File: src/rtl/reg_file_pkg.sv
// rtl/reg_file_pkg.sv - clear-FSM state type and default sizing for reg_file_mp
package reg_file_pkg;

  localparam int DEF_DATA_W = 8;
  localparam int DEF_DEPTH  = 4;

  typedef enum logic {
    IDLE  = 1'b0,
    CLEAR = 1'b1
  } clr_state_e;

endpackage

File: src/rtl/reg_file_clr_ctrl.sv
// rtl/reg_file_clr_ctrl.sv - sequential clear FSM, zeroes one entry per cycle from 0 upward
module reg_file_clr_ctrl
  import reg_file_pkg::*;
#(
  parameter  int DEPTH  = DEF_DEPTH,
  localparam int ADDR_W = $clog2(DEPTH)
) (
  input  logic              clk,
  input  logic              rst_n,
  input  logic              clr_req,
  output logic              clr_busy,
  output logic              clr_we,
  output logic [ADDR_W-1:0] clr_addr
);

  // Last index stops the sweep so non-power-of-two depths never wrap.
  localparam logic [ADDR_W-1:0] LAST_IDX = ADDR_W'(DEPTH - 1);

  clr_state_e        state_q, state_d;
  logic [ADDR_W-1:0] ptr_q, ptr_d;

  // Next state: a request is only honoured from IDLE, so a repeat request mid-clear is ignored.
  always_comb begin
    state_d = state_q;
    ptr_d   = ptr_q;
    case (state_q)
      IDLE: begin
        if (clr_req) begin
          state_d = CLEAR;
          ptr_d   = '0;
        end
      end
      CLEAR: begin
        if (ptr_q == LAST_IDX) begin
          state_d = IDLE;
          ptr_d   = '0;
        end else begin
          ptr_d = ptr_q + 1'b1;
        end
      end
      default: begin
        state_d = IDLE;
        ptr_d   = '0;
      end
    endcase
  end

  // State and pointer registers; reset aborts any clear in progress.
  always_ff @(posedge clk or negedge rst_n) begin
    if (!rst_n) begin
      state_q <= IDLE;
      ptr_q   <= '0;
    end else begin
      state_q <= state_d;
      ptr_q   <= ptr_d;
    end
  end

  assign clr_busy = (state_q == CLEAR);
  assign clr_we   = clr_busy;
  assign clr_addr = ptr_q;

endmodule

File: src/rtl/reg_file_mp.sv
// rtl/reg_file_mp.sv - 1W/2R register file with sequential clear; REG_FILE_BYPASS_EN forwards same-cycle writes to reads
module reg_file_mp
  import reg_file_pkg::*;
#(
  parameter  int DATA_W = DEF_DATA_W,
  parameter  int DEPTH  = DEF_DEPTH,
  localparam int ADDR_W = $clog2(DEPTH)
) (
  input  logic              clk,
  input  logic              rst_n,
  input  logic              wr_en,
  input  logic [ADDR_W-1:0] w_addr,
  input  logic [DATA_W-1:0] w_data,
  input  logic              rd0_en,
  input  logic [ADDR_W-1:0] rd0_addr,
  input  logic              rd1_en,
  input  logic [ADDR_W-1:0] rd1_addr,
  output logic [DATA_W-1:0] rd0_data,
  output logic              rd0_valid,
  output logic [DATA_W-1:0] rd1_data,
  output logic              rd1_valid,
  input  logic              clr_req,
  output logic              clr_busy
);

  logic [DATA_W-1:0] mem_q [DEPTH];
  logic [DATA_W-1:0] mem_d [DEPTH];

  logic              clr_we;
  logic [ADDR_W-1:0] clr_addr;
  logic              wr_accept;
  logic [DATA_W-1:0] rd0_word, rd1_word;

  logic [DATA_W-1:0] rd0_data_q, rd0_data_d;
  logic [DATA_W-1:0] rd1_data_q, rd1_data_d;
  logic              rd0_valid_q, rd0_valid_d;
  logic              rd1_valid_q, rd1_valid_d;

  reg_file_clr_ctrl #(
    .DEPTH (DEPTH)
  ) u_clr_ctrl (
    .clk      (clk),
    .rst_n    (rst_n),
    .clr_req  (clr_req),
    .clr_busy (clr_busy),
    .clr_we   (clr_we),
    .clr_addr (clr_addr)
  );

  // A write lands only when idle and the address names a real entry; busy writes are dropped.
  always_comb begin
    wr_accept = 1'b0;
    for (int i = 0; i < DEPTH; i++) begin
      if (wr_en && !clr_busy && (w_addr == ADDR_W'(i))) begin
        wr_accept = 1'b1;
      end
    end
  end

  // Next entry contents: clear sweep zeroes its entry, otherwise an accepted write updates.
  always_comb begin
    for (int i = 0; i < DEPTH; i++) begin
      mem_d[i] = mem_q[i];
      if (clr_we && (clr_addr == ADDR_W'(i))) begin
        mem_d[i] = '0;
      end else if (wr_accept && (w_addr == ADDR_W'(i))) begin
        mem_d[i] = w_data;
      end
    end
  end

  // Storage array; every entry returns to zero on reset.
  always_ff @(posedge clk or negedge rst_n) begin
    if (!rst_n) begin
      for (int i = 0; i < DEPTH; i++) begin
        mem_q[i] <= '0;
      end
    end else begin
      for (int i = 0; i < DEPTH; i++) begin
        mem_q[i] <= mem_d[i];
      end
    end
  end

  // Read mux per port; addresses past the last entry match nothing and return zero.
  always_comb begin
    rd0_word = '0;
    rd1_word = '0;
    for (int i = 0; i < DEPTH; i++) begin
      if (rd0_addr == ADDR_W'(i)) begin
        rd0_word = mem_q[i];
      end
      if (rd1_addr == ADDR_W'(i)) begin
        rd1_word = mem_q[i];
      end
    end
`ifdef REG_FILE_BYPASS_EN
    if (wr_accept && (rd0_addr == w_addr)) begin
      rd0_word = w_data;
    end
    if (wr_accept && (rd1_addr == w_addr)) begin
      rd1_word = w_data;
    end
`endif
  end

  // Read result capture: data holds while a port is not enabled, valid tracks the enable.
  always_comb begin
    rd0_data_d  = rd0_en ? rd0_word : rd0_data_q;
    rd1_data_d  = rd1_en ? rd1_word : rd1_data_q;
    rd0_valid_d = rd0_en;
    rd1_valid_d = rd1_en;
  end

  // Registered read outputs.
  always_ff @(posedge clk or negedge rst_n) begin
    if (!rst_n) begin
      rd0_data_q  <= '0;
      rd1_data_q  <= '0;
      rd0_valid_q <= 1'b0;
      rd1_valid_q <= 1'b0;
    end else begin
      rd0_data_q  <= rd0_data_d;
      rd1_data_q  <= rd1_data_d;
      rd0_valid_q <= rd0_valid_d;
      rd1_valid_q <= rd1_valid_d;
    end
  end

  assign rd0_data  = rd0_data_q;
  assign rd1_data  = rd1_data_q;
  assign rd0_valid = rd0_valid_q;
  assign rd1_valid = rd1_valid_q;

endmodule
File: config.mk
export PLATFORM = sky130hd
export DESIGN_NAME = reg_file_mp
export DESIGN_NICKNAME = d
export VERILOG_FILES = /design/src/rtl/reg_file_pkg.sv /design/src/rtl/reg_file_clr_ctrl.sv /design/src/rtl/reg_file_mp.sv
export SDC_FILE = /design/constraint.sdc
export NUM_CORES = 1
export LEC_CHECK = 0
export CAP_MARGIN = 10
export CORE_AREA = 8 8 81 83
export DETAILED_ROUTE_END_ITERATION = 8
export DIE_AREA = 0 0 89 91
export PLACE_DENSITY = 0.77
export SYNTH_ARGS = -nofsm -noshare
export SYNTH_HDL_FRONTEND = slang
export SYNTH_SLANG_ARGS = --single-unit
export TNS_END_PERCENT = 100
File: constraint.sdc
create_clock -name clk -period 1.9 [get_ports clk]
set_input_delay 0.285 -clock clk [delete_from_list [all_inputs] [get_ports clk]]
set_output_delay 0.285 -clock clk [all_outputs]
set_load 0.01 [all_outputs]
## Yosys cells after proc, flatten, opt, wreduce, memory -nomap -nowiden

Cells that the tools add are included.

- Flip-flop bits (word level): 53
- Logic and storage cells: 73
- Output and inout port bits: 19
- Input port bits: 20

- Add/subtract/negate cells: 1
- Multiplexer cells: 26
- Eq/ne operators: 13
- Bitwise operators: 1
- Reduce and logical (&&, ||, !) cells: 22

Operator list:

| cell | number |
|---|---|
| two-way mux 8 bit | 16 |
| equality test 2 bit, second input constant | 8 |
| logical AND 1 bit | 13 |
| equality test 2 x 1 -> 1 bit, second input constant | 4 |
| zero test 2 bit | 4 |
| nonzero test 2 bit | 4 |
| two-way mux 1 bit | 6 |
| two-way mux 2 bit | 2 |
| case mux 2 bit (2 select lines) | 1 |
| adder 2 x 1 -> 2 bit, second input constant | 1 |
| inequality test 2 bit, second input constant | 1 |
| case mux 1 bit (2 select lines) | 1 |
| zero test 1 bit | 1 |
| inverter 1 bit | 1 |

## Longest topological paths before layout

- Word-level depth: 10
- Gate-level depth with buffers: 4
- Gate-level depth less buffers: 4

## Hierarchy

Synthesis repeated with hierarchy kept, for this count alone.

- Cells, all modules: 251
- Area total of the unflattened synthesis: 2600.0 um^2

By module, submodules not included:

| module | sequential area each (um^2) | instances | cells each | area each (um^2) |
|---|---|---|---|---|
| reg_file_mp | 1251.2 | 1 | 239 | 2464.9 |
| reg_file_clr_ctrl | 75.1 | 1 | 12 | 135.1 |

## Least setup slack after synthesis

No wires, ideal clock.

- Path type: reg-to-reg
- From: register u_clr_ctrl.state_q (netlist: u_clr_ctrl.clr_busy)
- To: register mem_q[24] in the netlist's numbering
- Path buffers: 1
- Data required time: 1.775 ns
- Period minus slack after synthesis: 1.530 ns
- Data arrival time: 1.405 ns
- Slack: 0.370 ns
- Stages on the path, launching flop included: 4
- Library setup time: 0.125 ns
- Cells stage by stage: dfrtp_1 or4b_1 buf_6 mux2_4

- Longest elaborated chain between the ends: 9
- Elaborated cells between the ends (all ways): 14
- Classes of those cells: mux: 5; reduce/logical: 9

RTL lines:

| item | RTL line | text |
|---|---|---|
| start: declaration | reg_file_clr_ctrl.sv:19 | `clr_state_e state_q, state_d;` |
| start signal: assignment | reg_file_clr_ctrl.sv:54 | `state_q <= state_d;` |
| zero test 1 bit | reg_file_mp.sv:54 | `if (wr_en && !clr_busy && (w_addr == ADDR_W'(i))) begin` |
| logical AND 1 bit (2 in series) | reg_file_mp.sv:54 |  |
| two-way mux 1 bit (4 in series) | reg_file_mp.sv:54 |  |
| logical AND 1 bit | reg_file_mp.sv:66 | `end else if (wr_accept && (w_addr == ADDR_W'(i))) begin` |
| nonzero test 2 bit (no line) | -- |  |
| end signal: indexed assignment | reg_file_mp.sv:80 | `mem_q[i] <= mem_d[i];` |
| end: declaration | reg_file_mp.sv:26 | `logic [DATA_W-1:0] mem_q [DEPTH];` |

Parallel ways exist; a longest one is shown, timed or not.
A chain may end at the register's enable or synchronous reset.

## Final worst setup path

- From: register u_clr_ctrl.state_q (netlist: u_clr_ctrl.clr_busy)
- To: output clr_busy

RTL lines:

| item | RTL line | text |
|---|---|---|
| end: declaration | reg_file_mp.sv:23 | `output logic clr_busy` |

No word-level cell between the ends.

==> reports/results.md <==
• #FFs+latches synth: 53
• Worst Path Arrival: 1.32 ns
• Worst slew margin: 70.9%
• worst clock skew: 0.00414 ns
• area enclosed by the die boundary: 8100 µm²
• cells taking the most area after synthesis: dfrtp_1, mux2i_1, mux2_2, a21boi_0, o221ai_1
• Sink Count: 53
• leakage component of the power: 1.54 nW
• cell chain of the critical path: clkdlybuf4s50_1
• YS warnings: 0
• number of synthesized flops with an enable pin: 0
• DRC marker count from the first detailed-route iteration: 105
• Layout Utilization: 62.6%
• synthesized instance count: 216
• top post-synthesis cells by count: dfrtp_1, mux2i_1, a21boi_0, mux2_2, nand2b_1
• detailed-route DRC error count: 0
• number of buffers created by CTS: 5
• H-tree level count: 2
• Synth async-reset ratio: 100%
• WP data required: 1.62 ns
• RSZ-0062 raised after global routing: false
• Total GRT Usage: 15.6%
• run status: finished, final reports clean
• Mapped Nets: 240
• floorplan row count: 27
• top_reg_cell synth: dfrtp_1
• Net count, final: 284
• delay of the slowest critical-path stage: 0.58 ns
• startpoint of the worst register-to-register path: u_clr_ctrl.clr_busy$_DFF_PN0_
• top cell type's share of synthesized area: 48.3%
• antenna violations before repair: 0
• hold crit path type: in -> async
• GR Layer Usage met3: 2.43%
• placed wire-length estimate: 4.29 mm
• Finish-stage setup viols: 0
• # Post-CTS Setup Buffers: 0
• kind of cell with the highest combined delay on the critical path: buffers and inverters
• Worst path depth: 1
• post-route setup TNS: 0 ns
• maximum VDD drop: 586 µV
• number of maximum-capacitance constraint violations: 0
• number of gates given a new drive strength after cts: 0
• Post-Synthesis Mean Instance Area: 12.7 µm²
• number of antenna repair diodes: 0
• most congested layer reported by global routing: met2
• launching instance or port of the critical path: u_clr_ctrl.clr_busy$_DFF_PN0_
• Worst Setup End Kind: primary output
• growth of design area from synthesis to finish: 21.7%
• average via count per standard cell: 5.53
• post-CTS clock slew at the launch and capture registers of the worst setup and hold paths: 0.09 ns
• final weighted congestion of routability-driven global placement: 0.790
• synth unique cells: 20
• number of buffers inserted by port buffering: 38
• sequential-to-total area share from yosys stat: 48.3%
• num ports: 39
• clock tree root driver cell: clkbuf_8
• Achievable Freq: 625 MHz
• period utilization: 84.2%
• Worst path slowest cell: clkdlybuf4s50_1
• die height: 91 µm
• first-pass GRT wire length: 9.90 mm
• category of the critical setup timing path: reg -> out
• number of global-route vias before repair: 1940
• library cell with the highest instance count after synthesis: dfrtp_1
• met2 capacity usage during global routing: 24.1%
• total routed wirelength: 5.97 mm
• cell type with the largest total area after synthesis: dfrtp_1
• maximum number of pins on one net before global-route repair: 54
• number of routed nets with antenna violations: 0
• maximum fanout along the worst path: 7
• routed length per placed instance: 17.9 µm
• transition time at the pin with the least slew margin: 0.437 ns
• total standard cell area after synthesis: 2750 µm²
• grt ovf: 0
• placeable core area: 5340 µm²
• Worst setup SP type: flip-flop
• met1 track utilization from global routing: 21.0%
• depth of the worst register-to-register path: 3
• worst skew pair latency: 0.31 ns
• fraction of final layout cells with drive strength greater than 1: 20.3%
• TritonCTS clock tree: yes
• Cell Pwr Density: 1160 nW/µm²
• R2R setup slack: 0.31 ns
• detailed-route via count: 1841
• effective utilization at floorplan: 51.4%
• number of buffers on the longest clock path: 2
• time the final worst path needs with I/O delays and setup: 1.60 ns
• die span in x: 89 µm
• number of buffers and inverters on the critical path: 1
• Hold Violations, Final: 0
• Slew Viols, Final: 0
• Detailed Routing Iterations Pass 1: 4
## placed cells by master (no fill, tap or decap)
cell type        instances
mux2i_1                 33
clkdlybuf4s50_1         37
mux2_2                  24
inv_1                    3
nor2_1                   2
nand2b_1                18
mux2_4                   8
clkinv_2                 2
ha_1                     4
dlygate4sd3_1            1
buf_2                    1
dfrtp_1                 53
a22o_1                   1
clkbuf_8                 5
nand4b_1                 1
nand4bb_1                2
clkinvlp_4               1
o31ai_1                  1
nand2_1                  3
buf_12                   1
o221ai_1                16
a21boi_0                32
buf_4                   11
or4b_1                   1
## path summary, 6_finish.rpt
path	to
min in group clk	rd1_data[2]$_DFFE_PN0P_
worst max-delay path	clr_busy
max in group asynchronous	rd1_data[4]$_DFFE_PN0P_
worst min-delay path	mem_q[0]$_DFFE_PN0P_
worst max register to register	mem_q[30]$_DFFE_PN0P_
worst min register to register	rd1_data[2]$_DFFE_PN0P_
## through the flow
step | setup WS, ns | power [W] | std cells | hold WS, ns | cell area (µm²)
finish | 0.300 | 0.00388 | 333 | 0.483 | 3340
global route | 0.226 | 0.00412 | 333 | 0.514 | 3340
CTS | 0.285 | 0.00391 | 333 | 0.493 | 3340
detailed placement | 0.0435 | 0.00327 | 324 | 0.300 | 3250
global placement | 0.0744 | 0.00322 | 324 | 0.298 | 3250
floorplan | 0.370 | 0.00265 | 216 | -0.0106 | 2750
## registers in the layout, indices dropped and copies added, names as in the netlist
signal / count
mem_q: 32
rd0_data: 8
rd1_data: 8
u_clr_ctrl.clr_addr: 2
rd0_valid: 1
rd1_valid: 1
u_clr_ctrl.clr_busy: 1
## logic make-up (layout without fill, tap and decap cells)
logic type | count (synthesis) | count (layout) | synth area share [%]
muxes | 65 | 65 | 26.3
DFF | 53 | 53 | 48.3
AOI/OAI and AO/OA | 50 | 50 | 14.4
and+or+nand+nor | 27 | 27 | 6.29
buffers and inverters | 17 | 62 | 2.87
adders and majority gates | 4 | 4 | 1.82
## final cells by class
| type | count | area, µm² |
|---|---|---|
| Tap cell | 72 | 90.1 |
| Multi-Input combinational cell | 146 | 1340 |
| Inverter | 3 | 11.3 |
| Clock inverter | 3 | 17.5 |
| Sequential cell | 53 | 1330 |
| Timing Repair Buffer | 51 | 488 |
| Fill cell | 452 | 2000 |
| Clock buffer | 5 | 68.8 |
## timing repair
item	4_1_cts	5_1_grt
endpoints found under the setup margin	0	0
hold endpoints to repair	53	0
hold buffers	1	0
## routing by layer
layer	wire length, µm	vias up
met5	0	-
met1	2830	914
li1	-	883
met2	2840	37
met3	200	7
met4	93	0
## power by group
group | switching (W) | internal, W | leakage, nW
Clock | 0.000369 | 0.000255 | 0.0439
Combinational | 0.000648 | 0.000805 | 0.780
Sequential | 0.000298 | 0.00150 | 0.714
Total | 0.00132 | 0.00256 | 1.54
Power figures use the tool's default switching activity.
